**src/rtl/isa_bus_write_sync.sv**
```systemverilog
// -----------------------------------------------------------------------------
// isa_bus_write_sync
//   Clocked ISA/PC104 front end for the signal-board CPLD. Synchronises the
//   asynchronous bus strobes, address and data into CLK. It glitch-filters
//   IOW and decodes a window of NUM_REGS 16-bit registers plus one status
//   word at BASE_ADDR. Each accepted host write becomes a valid/ready
//   transaction through a small first-word-fall-through FIFO. Host reads of
//   the registers and of the status word are also served here.
//
// Ports
//   CLK       system clock
//   RST_N     synchronous reset, active low
//   IOW/IOR   ISA write/read strobes, active low, asynchronous to CLK
//   SA        ISA address
//   SD_IN     ISA data from the pad
//   SD_OUT    registered read data to the pad
//   SD_OE     pad output enable (combinational, 1 = drive SD)
//   RD_IDX    register index addressed by the raw SA; valid while SD_OE
//   RD_DATA   register-file value for RD_IDX
//   WR_VALID  write transaction available at the FIFO head
//   WR_READY  consumer accepts the head when WR_VALID && WR_READY at posedge
//   WR_IDX    register index of the head transaction (0 when empty)
//   WR_DATA   data of the head transaction (0 when empty)
//   OVF       sticky: a qualified write was dropped because the FIFO was full
// -----------------------------------------------------------------------------
module isa_bus_write_sync #(
  parameter logic [11:0] BASE_ADDR   = 12'h240,
  parameter int          NUM_REGS    = 4,   // >= 2
  parameter int          SYNC_STAGES = 2,   // >= 2
  parameter int          HOLD_MIN    = 2,
  parameter int          FIFO_DEPTH  = 2    // power of 2, >= 2
) (
  input  logic                        CLK,
  input  logic                        RST_N,
  input  logic                        IOW,
  input  logic                        IOR,
  input  logic [11:0]                 SA,
  input  logic [15:0]                 SD_IN,
  output logic [15:0]                 SD_OUT,
  output logic                        SD_OE,
  output logic [$clog2(NUM_REGS)-1:0] RD_IDX,
  input  logic [15:0]                 RD_DATA,
  output logic                        WR_VALID,
  input  logic                        WR_READY,
  output logic [$clog2(NUM_REGS)-1:0] WR_IDX,
  output logic [15:0]                 WR_DATA,
  output logic                        OVF
);

  localparam int IDX_W = $clog2(NUM_REGS);
  localparam int PTR_W = $clog2(FIFO_DEPTH);
  localparam int LVL_W = PTR_W + 1;
  localparam int CNT_W = $clog2(HOLD_MIN + 1);

  localparam logic [11:0]      LAST_ADDR  = 12'(BASE_ADDR + NUM_REGS);
  localparam logic [11:0]      STATUS_OFF = 12'(NUM_REGS);
  localparam logic [CNT_W-1:0] HOLD_LAST  = CNT_W'(HOLD_MIN - 1);
  localparam logic [LVL_W-1:0] LVL_FULL   = LVL_W'(FIFO_DEPTH);

  typedef enum logic [1:0] {IDLE = 2'd0, QUAL = 2'd1, ARMED = 2'd2} wr_state_t;

  // ---------------------------------------------------------------------------
  // Synchronisers: all four buses share the same depth so they stay aligned.
  // ---------------------------------------------------------------------------
  logic [SYNC_STAGES-1:0]        iow_sync;
  logic [SYNC_STAGES-1:0]        ior_sync;
  logic [SYNC_STAGES-1:0][11:0]  sa_sync;
  logic [SYNC_STAGES-1:0][15:0]  sd_sync;

  // NOTE: sequential state uses non-blocking assignments so every flop samples
  // the pre-edge value of its neighbours, which is what a shift chain needs.
  always_ff @(posedge CLK) begin
    if (!RST_N) begin
      iow_sync <= '1;
      ior_sync <= '1;
      sa_sync  <= '0;
      sd_sync  <= '0;
    end else begin
      iow_sync <= {iow_sync[SYNC_STAGES-2:0], IOW};
      ior_sync <= {ior_sync[SYNC_STAGES-2:0], IOR};
      sa_sync  <= {sa_sync[SYNC_STAGES-2:0], SA};
      sd_sync  <= {sd_sync[SYNC_STAGES-2:0], SD_IN};
    end
  end

  logic        iow_s, ior_s;
  logic [11:0] sa_s, off_s;
  logic [15:0] sd_s;
  logic        hit_s, is_reg_s, is_stat_s;

  assign iow_s     = iow_sync[SYNC_STAGES-1];
  assign ior_s     = ior_sync[SYNC_STAGES-1];
  assign sa_s      = sa_sync[SYNC_STAGES-1];
  assign sd_s      = sd_sync[SYNC_STAGES-1];
  assign off_s     = sa_s - BASE_ADDR;
  assign hit_s     = (sa_s >= BASE_ADDR) && (sa_s <= LAST_ADDR);
  assign is_reg_s  = hit_s && (off_s < STATUS_OFF);
  assign is_stat_s = hit_s && (off_s == STATUS_OFF);

  // ---------------------------------------------------------------------------
  // Write qualifier FSM. The capture is refreshed on every low cycle so the
  // pushed value is the last one sampled before IOW rose.
  // ---------------------------------------------------------------------------
  wr_state_t        state;
  logic [CNT_W-1:0] cnt;
  logic [IDX_W-1:0] cap_idx;
  logic [15:0]      cap_data;
  logic             cap_ok;    // capture targets a data register
  logic             push;

  always_ff @(posedge CLK) begin
    if (!RST_N) begin
      state    <= IDLE;
      cnt      <= '0;
      cap_idx  <= '0;
      cap_data <= '0;
      cap_ok   <= 1'b0;
    end else begin
      case (state)
        IDLE: begin
          if (!iow_s && hit_s) begin
            cnt      <= CNT_W'(1);
            cap_idx  <= off_s[IDX_W-1:0];
            cap_data <= sd_s;
            cap_ok   <= is_reg_s;
            state    <= (HOLD_MIN <= 1) ? ARMED : QUAL;
          end
        end
        QUAL: begin
          if (iow_s) begin
            cap_ok <= 1'b0;        // glitch: discard
            state  <= IDLE;
          end else begin
            cnt      <= cnt + 1'b1;
            cap_idx  <= off_s[IDX_W-1:0];
            cap_data <= sd_s;
            cap_ok   <= is_reg_s;
            if (cnt == HOLD_LAST) state <= ARMED;
          end
        end
        ARMED: begin
          if (iow_s) begin
            state <= IDLE;
          end else begin
            cap_idx  <= off_s[IDX_W-1:0];
            cap_data <= sd_s;
            cap_ok   <= is_reg_s;
          end
        end
        default: state <= IDLE;
      endcase
    end
  end

  // Status-address writes never push, so they cannot raise OVF either.
  assign push = (state == ARMED) && iow_s && cap_ok;

  // ---------------------------------------------------------------------------
  // First-word-fall-through write FIFO.
  // ---------------------------------------------------------------------------
  logic [IDX_W+15:0] mem [FIFO_DEPTH];
  logic [PTR_W-1:0]  wr_ptr, rd_ptr;
  logic [LVL_W-1:0]  level;
  logic              full, pop, accept, drop;

  assign full   = (level == LVL_FULL);
  assign pop    = WR_VALID && WR_READY;
  assign accept = push && (!full || pop);
  assign drop   = push && full && !pop;

  // NOTE: the storage array has no reset; the level counter alone defines
  // which entries are meaningful, and the outputs are masked while empty.
  always_ff @(posedge CLK) begin
    if (accept) mem[wr_ptr] <= {cap_idx, cap_data};
  end

  always_ff @(posedge CLK) begin
    if (!RST_N) begin
      wr_ptr <= '0;
      rd_ptr <= '0;
      level  <= '0;
    end else begin
      if (accept) wr_ptr <= wr_ptr + 1'b1;
      if (pop)    rd_ptr <= rd_ptr + 1'b1;
      case ({accept, pop})
        2'b10:   level <= level + 1'b1;
        2'b01:   level <= level - 1'b1;
        default: level <= level;
      endcase
    end
  end

  assign WR_VALID = (level != '0);
  assign WR_IDX   = WR_VALID ? mem[rd_ptr][IDX_W+15:16] : '0;
  assign WR_DATA  = WR_VALID ? mem[rd_ptr][15:0]        : '0;

  // ---------------------------------------------------------------------------
  // Sticky overflow. Cleared on the synchronised IOR rising edge that ends a
  // status read; a drop in that same cycle keeps it set.
  // ---------------------------------------------------------------------------
  logic ior_prev, stat_pend, ior_rise;

  assign ior_rise = ior_s && !ior_prev;

  always_ff @(posedge CLK) begin
    if (!RST_N) begin
      OVF       <= 1'b0;
      ior_prev  <= 1'b1;
      stat_pend <= 1'b0;
    end else begin
      ior_prev <= ior_s;
      if (!ior_s && is_stat_s) stat_pend <= 1'b1;
      else if (ior_rise)       stat_pend <= 1'b0;
      if (drop)                        OVF <= 1'b1;
      else if (ior_rise && stat_pend)  OVF <= 1'b0;
    end
  end

  // ---------------------------------------------------------------------------
  // Read path works on the raw address so SD is released as soon as IOR rises.
  // ---------------------------------------------------------------------------
  logic [11:0] raw_off;
  logic        raw_hit;
  logic [15:0] status_word;

  assign raw_off     = SA - BASE_ADDR;
  assign raw_hit     = (SA >= BASE_ADDR) && (SA <= LAST_ADDR);
  assign SD_OE       = RST_N && !IOR && raw_hit;
  assign RD_IDX      = raw_off[IDX_W-1:0];
  assign status_word = {OVF, 3'b000, 4'(level), 8'h00};

  always_ff @(posedge CLK) begin
    if (!RST_N)                             SD_OUT <= '0;
    else if (raw_hit && raw_off < STATUS_OFF) SD_OUT <= RD_DATA;
    else if (raw_hit)                       SD_OUT <= status_word;
    else                                    SD_OUT <= '0;
  end

endmodule
```
**config.mk**
```make
export PLATFORM = sky130hd
export DESIGN_NAME = isa_bus_write_sync
export DESIGN_NICKNAME = d
export VERILOG_FILES = /design/src/rtl/isa_bus_write_sync.sv
export SDC_FILE = /design/constraint.sdc
export NUM_CORES = 1
export LEC_CHECK = 0
export BUFFER_PORTS_ARGS = -buffer_cell sky130_fd_sc_hd__buf_4
export CAP_MARGIN = 20
export CORE_MARGIN = 2
export CORE_UTILIZATION = 43
export CTS_CLUSTER_DIAMETER = 40
export DETAILED_ROUTE_END_ITERATION = 7
export GPL_TIMING_DRIVEN = 0
export PLACE_DENSITY = 0.74
export SLEW_MARGIN = 20
export SYNTH_ARGS = -nofsm -noshare
export SYNTH_HDL_FRONTEND = slang
export SYNTH_SLANG_ARGS = --single-unit
```
**constraint.sdc**
```tcl
create_clock -name CLK -period 2.77 [get_ports CLK]
set_input_delay 0.1385 -clock CLK [delete_from_list [all_inputs] [get_ports CLK]]
set_output_delay 0.1385 -clock CLK [all_outputs]
set_load 0.02 [all_outputs]
```
==> results.md <==
- Outcome: completed
- CTS Sinks: 143
- Syn. warnings: 0
- CP dominant cell by count: inv_1
- Area growth from synthesis to layout: 38.11%
- R2R setup slack: 600 ps
- Clock tree root buffer cell: clkbuf_16
- Placer congestion estimate: 0.7930
- Most common cell after layout, fill and taps aside: dfxtp_1
- Post-DR vias/cell: 4.544
- GRT Overall Usage: 15.31%
- Initial Util: 43.86%
- Layout cells sized above 1: 22.37%
- DRT Wirelength: 9133 um
- First-pass GRT wire length: 15100 um
- Worst Path Arrival: 2200 ps
- Port bufs: 86
- Cell depth of the worst flop-to-flop path: 6
- # DRC: 0
- Final setup vio count: 0
- Final antenna-violating net count: 0
- FF-to-FF End: mem[0][10]$_DFFE_PP_
- I/O pins: 88
- Synth cell types: 41
- Mapped cell area: 4987 um^2
- Top FF cell, synth: dfxtp_1
- Fill cell count: 902
- Most frequent cells in the layout: dfxtp_1 (107), buf_4 (90), and2_1 (72), dlygate4sd3_1 (46), nand2_1 (43)
- Crit path from: state[0]$_SDFFE_PN0P_
- Gate Count Post-Synth: 426
- Asr flop ratio synth: 0%
- Crit end category: flop
- EDFF count, synth: 36
- Crit Path Category: reg -> reg
- Setup TNS: 0 ps
- CTS tree: done
- Final net count: 632
- CP peak stage delay: 690 ps
- Critical R2R Launch: state[0]$_SDFFE_PN0P_
- Max Fclk: 0.4600 GHz
- Pins over their slew limit: 0
- Die area: 12480 um^2
- Cell Rows: 39
- Vias: 3331
- Period utilization: 78.48%
- Max Cap Violations: 0
- RSZ-0062 raised after global routing: false
- Max Root-Sink Buffers: 2
- H-tree depth: 4
- Pre-antenna DRT Iters: 4
- Slowest cell on crit path: nor2_2
- CP Max Fanout: 18
- Minimum clock period: 2174 ps
- Post-synthesis sequential area ratio: 64.63%
- Iteration-0 DRC Markers: 101
- Initial antenna violation count: 0
- Cell Chain, Critical Path: inv_1 > ha_1 > nand3_1 > nor2_1 > inv_1 > nor2_2
- Skew-Pair Late Insertion Delay: 410 ps
- Largest net degree at the start of global routing: 19
- # diodes: 0
- Slew @ Worst Pin: 903.5 ps
- Syn Nets: 481
- Number of global-route vias before repair: 3336
- Gr ovfl total: 0
- Clock slew at reported path FFs: 60 ps
- CP Launch Type: flop
- Final hold violations: 0
- Worst EP required: 2800 ps
- PwrDens: 676.2 nW/um^2
- DP Wirelength: 6192 um
- HP Class: in -> reg
- Yosys reg bits: 143
- Avg WL per Cell: 12.46 um
- Slew margin rel.: 39.70%
- Chip height: 111.7 um
- Finished Layout Cells: 733
- Peak VDD IR: 0.0004761 V
- Mean Syn Cell Area: 11.71 um^2
- Die X: 111.7 um
- Leakage dissipation: 0.002658 uW
- Dpl cells: 655
- Final setup skew: 6.648 ps
- Core Area: 11370 um^2
- TritonCTS Buffers: 17
- Critical Path Sink: mem[0][10]$_DFFE_PP_
worst max-delay path, delay by kind of cell, from the launching register on:
kind	cells	cell delay, ps
flip-flops	1	340
buffers and inverters	2	190
AND/OR/NAND/NOR	3	980
adder cells (fa/ha/maj)	1	270
stage by stage:
stage          setup WS (ps)  cell area, um^2  hold slack, ps  util [%]  power, uW
4_1_cts                577.5             6888           47.48     60.58       4698
6_report               596.1             6888           54.03     60.58       4657
3_3_place_gp           202.8             5812           326.0     51.12       2367
2_1_floorplan          655.3             4987           240.0         -       2294
5_1_grt                350.9             6888           63.64     60.58       4810
3_5_place_dp           599.7             5814           328.1     51.14       2372
power by group:
group | internal (uW) | leakage (uW) | switching (uW) | total [uW]
registers | 2170 | 0.00112 | 12.9 | 2180
clock network | 1420 | 0.000300 | 860 | 2280
logic | 122 | 0.00123 | 72.3 | 194
timing repair:
item	CTS	global route
gates resized for setup	0	0
hold buffers	46	0
setup buffers	0	0
endpoints found under the hold margin	46	0
layer usage:
metal	share of wire [%]	GRT usage, %	wire length, um	up-vias
met1	45	18.62	4076	1522
met2	49	25.74	4504	75
met5	0	0	0	-
met3	4.6	3.974	419	11
met4	1.4	6.667	132	0
li1	-	-	-	1723
registers in the layout, summed over array words and instances, names as in the netlist, 2 cells and up, named ones only:
register / count
mem: 36
SD_OUT: 16
cap_data: 16
sd_s: 16
sd_sync: 16
sa_s: 12
sa_sync: 12
cap_idx: 2
cnt: 2
ior_sync: 2
iow_sync: 2
level: 2
state: 2
how the worst min path moves through the flow:
stage                     startpoint                      to  depth (start not counted)
after floorplan                  IOW  iow_sync[0]$_SDFF_PN1_                          1
after detailed placement         IOW  iow_sync[0]$_SDFF_PN1_                          2
after CTS                   WR_READY        OVF$_SDFFE_PN0P_                          4
after global routing        WR_READY        OVF$_SDFFE_PN0P_                          4
final                       WR_READY        OVF$_SDFFE_PN0P_                          4
after global placement           IOW  iow_sync[0]$_SDFF_PN1_                          2
layout make-up:
type	instances	area (um^2)	share of cell area [%]
repair buffers	132	1106	16.06
multi-input cells	252	1624	23.58
plain buffers	23	112.6	1.635
inverters	8	30.03	0.4360
clock buffers	19	464.2	6.739
clock inverters	13	148.9	2.162
well taps	143	178.9	2.598
flip-flops and latches	143	3223	46.79
synthesized netlist by cell type, drive strengths merged, types with 2 or more instances:
master / n / area [um^2]
o21ai: 8 / 40.03
o211ai: 2 / 15.01
mux2i: 36 / 360.4
nand2b: 7 / 43.79
nor4b: 2 / 32.53
or3: 3 / 18.77
nand3b: 2 / 15.01
edfxtp: 36 / 1081
xnor2: 3 / 26.28
nand3: 3 / 15.01
a21oi: 6 / 30.03
buf: 8 / 56.30
a22o: 3 / 26.28
dfxtp: 107 / 2142
nand4: 4 / 25.02
inv: 8 / 30.03
nor2: 29 / 108.9
nor3: 8 / 45.04
ha: 6 / 75.07
clkbuf: 15 / 56.30
xor2: 2 / 17.52
nand2: 43 / 161.4
and2: 72 / 450.4
cells by family after synthesis:
| logic type | count (synthesis) | share of synthesized area, % |
|---|---|---|
| fa+ha+maj | 6 | 1.505 |
| simple gates | 179 | 19.44 |
| compound gates | 26 | 3.462 |
| flops | 143 | 64.63 |
| xor+xnor | 5 | 0.8782 |
| mux | 36 | 7.225 |
| buf+inv | 31 | 2.860 |
(Power assumes the default switching activity.)
